$ cat config.mk
export PLATFORM = sky130hd
export DESIGN_NAME = cpu_step_control
export DESIGN_NICKNAME = d
export VERILOG_FILES = /design/src/rtl/cpu_step_control.sv
export SDC_FILE = /design/constraint.sdc
export NUM_CORES = 1
export LEC_CHECK = 0
export ABC_CLOCK_PERIOD_IN_PS = 1410
export BUFFER_PORTS_ARGS = -buffer_cell sky130_fd_sc_hd__buf_2
export CAP_MARGIN = 15
export CORE_UTILIZATION = 35
export CTS_CLUSTER_DIAMETER = 50
export CTS_CLUSTER_SIZE = 16
export DETAILED_ROUTE_END_ITERATION = 8
export HOLD_SLACK_MARGIN = 0.1
export PLACE_DENSITY = 0.66
export SYNTH_ARGS = -nofsm -noshare
export SYNTH_HDL_FRONTEND = slang
export SYNTH_SLANG_ARGS = --single-unit
export TNS_END_PERCENT = 50
$ cat constraint.sdc
create_clock -name clk -period 1.41 [get_ports clk]
set_input_delay 0.141 -clock clk [delete_from_list [all_inputs] [get_ports clk]]
set_output_delay 0.141 -clock clk [all_outputs]
set_load 0.05 [all_outputs]
$ cat src/rtl/cpu_step_control.sv
// Run/halt/single-step gate for the SPC700 clock enable, fed by debounced button pulses.
// Also counts retired instructions for the board display.
module cpu_step_control #(
  parameter bit START_RUNNING = 1'b0,
  parameter int PEND_W        = 2,
  parameter int CNT_W         = 16
) (
  input  logic              clk,
  input  logic              reset,
  input  logic              step_pressed,
  input  logic              run_pressed,
  input  logic              instr_done,
  output logic              cpu_enable,
  output logic              running,
  output logic              halted,
  output logic [PEND_W-1:0] pending_steps,
  output logic [CNT_W-1:0]  instr_count
);

  typedef enum logic [1:0] {
    S_HALT  = 2'd0,
    S_STEP  = 2'd1,
    S_RUN   = 2'd2,
    S_DRAIN = 2'd3
  } state_t;

  localparam logic [PEND_W-1:0] PEND_MAX = {PEND_W{1'b1}};
  localparam logic [PEND_W-1:0] PEND_ONE = {{(PEND_W-1){1'b0}}, 1'b1};
  localparam logic [PEND_W-1:0] PEND_ZERO = {PEND_W{1'b0}};
  localparam logic [CNT_W-1:0]  CNT_ONE  = {{(CNT_W-1){1'b0}}, 1'b1};
  localparam logic [CNT_W-1:0]  CNT_ZERO = {CNT_W{1'b0}};
  localparam state_t            RESET_STATE = START_RUNNING ? S_RUN : S_HALT;

  state_t            r_state;
  state_t            w_state_nxt;
  logic [PEND_W-1:0] r_pend;
  logic [PEND_W-1:0] w_pend_nxt;
  logic [CNT_W-1:0]  r_cnt;
  logic [CNT_W-1:0]  w_cnt_nxt;

  // State, pending-step and retired-instruction registers.
  always_ff @(posedge clk) begin
    if (reset) begin
      r_state <= RESET_STATE;
      r_pend  <= PEND_ZERO;
      r_cnt   <= CNT_ZERO;
    end else begin
      r_state <= w_state_nxt;
      r_pend  <= w_pend_nxt;
      r_cnt   <= w_cnt_nxt;
    end
  end

  // Next-state logic; priority is run_pressed > instr_done > step_pressed.
  always_comb begin
    w_state_nxt = r_state;
    w_pend_nxt  = r_pend;
    w_cnt_nxt   = (instr_done && (r_state != S_HALT)) ? (r_cnt + CNT_ONE) : r_cnt;
    case (r_state)
      S_HALT: begin
        if (run_pressed) begin
          w_state_nxt = S_RUN;
        end else if (step_pressed) begin
          w_state_nxt = S_STEP;
        end else begin
          w_state_nxt = S_HALT;
        end
      end
      S_STEP: begin
        if (run_pressed) begin
          w_state_nxt = S_RUN;
          w_pend_nxt  = PEND_ZERO;
        end else if (instr_done) begin
          // A press landing on the retire cycle cancels the decrement (or becomes the next step).
          if (r_pend != PEND_ZERO) begin
            w_pend_nxt = step_pressed ? r_pend : (r_pend - PEND_ONE);
          end else if (!step_pressed) begin
            w_state_nxt = S_HALT;
          end else begin
            w_state_nxt = S_STEP;
          end
        end else if (step_pressed && (r_pend != PEND_MAX)) begin
          w_pend_nxt = r_pend + PEND_ONE;
        end else begin
          w_pend_nxt = r_pend;
        end
      end
      S_RUN: begin
        if (run_pressed) begin
          w_state_nxt = S_DRAIN;
        end else begin
          w_state_nxt = S_RUN;
        end
      end
      S_DRAIN: begin
        if (run_pressed) begin
          w_state_nxt = S_RUN;
        end else if (instr_done) begin
          w_state_nxt = S_HALT;
        end else begin
          w_state_nxt = S_DRAIN;
        end
      end
      default: begin
        w_state_nxt = RESET_STATE;
        w_pend_nxt  = PEND_ZERO;
      end
    endcase
  end

  // Output decode from registered state only.
  always_comb begin
    cpu_enable    = (r_state != S_HALT);
    running       = (r_state == S_RUN);
    halted        = (r_state == S_HALT);
    pending_steps = r_pend;
    instr_count   = r_cnt;
  end

endmodule

==> metrics <==
IO Pins=26; Remaining Overflow, GRT=0; DPL Wire Length=1590 um; First-pass DRT Iterations=4; most common cell after layout, fill and taps aside=buf_2; grt peak-use layer=met2; Antenna diodes=0; PD cells=751 nW/um2; Initial Utilization=37.3%; worst min-delay path class=input port to register; Clock transition at path regs=110 ps; DRT Wirelength=2100 um; M3 GR Usage=2.33%; # nets final=157; Clk pwr share=27.2%; CP cell instances=nand4_1, buf_4, nor4_2, xnor2_1, nor2_1; placed instance area=1270 um2; sequential area share after synthesis=39.0%; Worst setup SP type=register; Sequential Area=450 um2; Final Wtd Congestion=0.728; switching power=0.000282 W; Peak VDD IR=0.595 mV; clk buf depth=2; Mapped Cells=120; H-tree depth=1; multi-input logic area=609 um2; Gate power share=14.8%; full die area=3160 um2; Leakage=0.550 nW; first-pass GRT wire length=3610 um; top cells by area, synth=dfxtp_1, nor2_1, xnor2_1; Remaining DRCs=0; minimum clock period=1390 ps; Post-Layout Inst Area=1320 um2; clk sinks=20; Post-synth ARST share=0%; Final Skew=7.07 ps; Netlist cell types=39; Critical Path End Type=register; Core Region=2760 um2; Setup Fix Bufs, Post-CTS=0; worst slack, placed=6.71 ps; share of cells above drive strength 1=42.0%; Critical Path RT=1580 ps; max-cap violations=0; RSZ-0062 raised after global routing=true; worst skew pair latency=290 ps; via count=917; TritonCTS clock tree=yes; hold slack=109 ps; Int Pwr=0.000706 W; area delta synth->final=28.1%; CP delay by family, top=simple AND/OR/NAND/NOR gates; number of synthesized flops with an enable pin=0; final core utilization=47.7%; slowest CP cell=dfxtp_4; Total Neg Setup Slack=0 ps; Critical Path Fanout Max=5; Syn Nets=126; arrival time at the worst endpoint=1560 ps; Sw Share=28.5%; Synth Cell Area=1030 um2; DR vias/cell=5.07; initial antenna violation count=0; Fin. Hold Viols=0; FP Rows=19; final setup fails=0; Worst Path Buf+Inv=1; root buffer cell=clkbuf_4; worst slew pin tran=386 ps; prevailing post-synth register cell=dfxtp_1; yosys warns=0; met2 usage=24.5%; worst setup margin=20.2 ps; routed len/inst=11.6 um; 1st-iter DRT viols=31; most frequent cells in the layout=buf_2, nor2_1, dfxtp_4, nand2_1, a21oi_1; Fillers=279; vias in the first global route=830; Max Freq=720 MHz; Synth area leader=dfxtp_1; Rel. slew slack=74.3%; routing usage on met1=17.8%; Synth top area share=39.0%; Max stage delay on crit path=380 ps; remaining antenna violation count=0; die width=56.2 um; PortBufs=25; Crit Path Category=register to register; number of buffers created by CTS=3; DIE HEIGHT=56.2 um; Syn Area/Cell=8.56 um2; R2R Setup Slk=20 ps; Hold Buf Count CTS=0; sequential power share=58.0%; largest net degree at the start of global routing=23; flops & latches, synth=20; period utilization=98.6%; outcome=finished, final reports clean; Global Route Usage Sum=14.5%; max-slew violations=0
[what timing repair did]
action                                  CTS  global route
pin swaps                                 1             2
gates resized for setup                   3             4
endpoints found under the setup margin    6             5
[kinds of logic after synthesis]
kind of cell / count (synthesis) / synth area share, %
AOI/OAI and AO/OA: 19 / 13.8
xor gates and xnor gates: 12 / 10.2
adders and majority gates: 1 / 1.22
buffers and inverters: 9 / 4.38
DFF: 20 / 39.0
muxes: 2 / 2.07
and+or+nand+nor: 57 / 29.4
[per-stage QoR]
step,power (W),std cells
global route,0.00104,181
floorplan,0.000694,120
global placement,0.000724,177
finish,0.000988,181
CTS,0.00100,181
detailed placement,0.000728,177
[synthesized netlist by cell type (2+ instances only)]
master / count
dfxtp_1: 20
nor2_1: 19
a21oi_1: 8
nand2_1: 8
xnor2_1: 6
xor2_1: 6
inv_1: 4
nand4_1: 4
nor2b_1: 4
nor3_1: 4
buf_4: 3
nand3_1: 3
nor4_1: 3
and2_1: 2
o21ai_0: 2
[power groups by stage]
stage,sequential (W),combinational [W],clock (W)
global placement,0.000585,0.000139,0
detailed placement,0.000587,0.000142,0
global route,0.000576,0.000159,0.000302
finish,0.000573,0.000146,0.000269
CTS,0.000574,0.000144,0.000282
floorplan,0.000596,0.0000984,0
[worst reg2reg max path, stage by stage (launching register included)]
cell	delay, ps
dfxtp_4	380
nand4_1	160
buf_4	200
nor4_2	290
xnor2_1	170
nor2_1	60
[layer usage]
metal	wire length, um	vias to the layer above
met3	76	2
met4	17	0
li1	-	477
met1	955	420
met5	0	-
met2	1050	18
[state kept, by name, summed over array words and instances (netlist names)]
name and cells:
r_state 2, pending_steps 2, instr_count 16
[final cells by class]
cell class / instances / share of cell area (%)
timing repair buffer: 31 / 13.4
multi-input combinational: 91 / 46.3
clock buffer: 3 / 1.71
tap: 31 / 2.95
clock inverter: 1 / 0.285
sequential: 20 / 34.2
inverter: 4 / 1.14
[final timing paths]
check / startpoint / to / depth (start not counted)
hold reg to reg: instr_count[10]$_SDFFE_PP0P_ / instr_count[10]$_SDFFE_PP0P_ / 2
setup / recovery: instr_count[9]$_SDFFE_PP0P_ / instr_count[12]$_SDFFE_PP0P_ / 5
hold / removal: run_pressed / pending_steps[0]$_SDFFE_PP0P_ / 2
setup reg to reg: instr_count[9]$_SDFFE_PP0P_ / instr_count[12]$_SDFFE_PP0P_ / 5
Note: power is estimated with default switching activity, not from simulation.
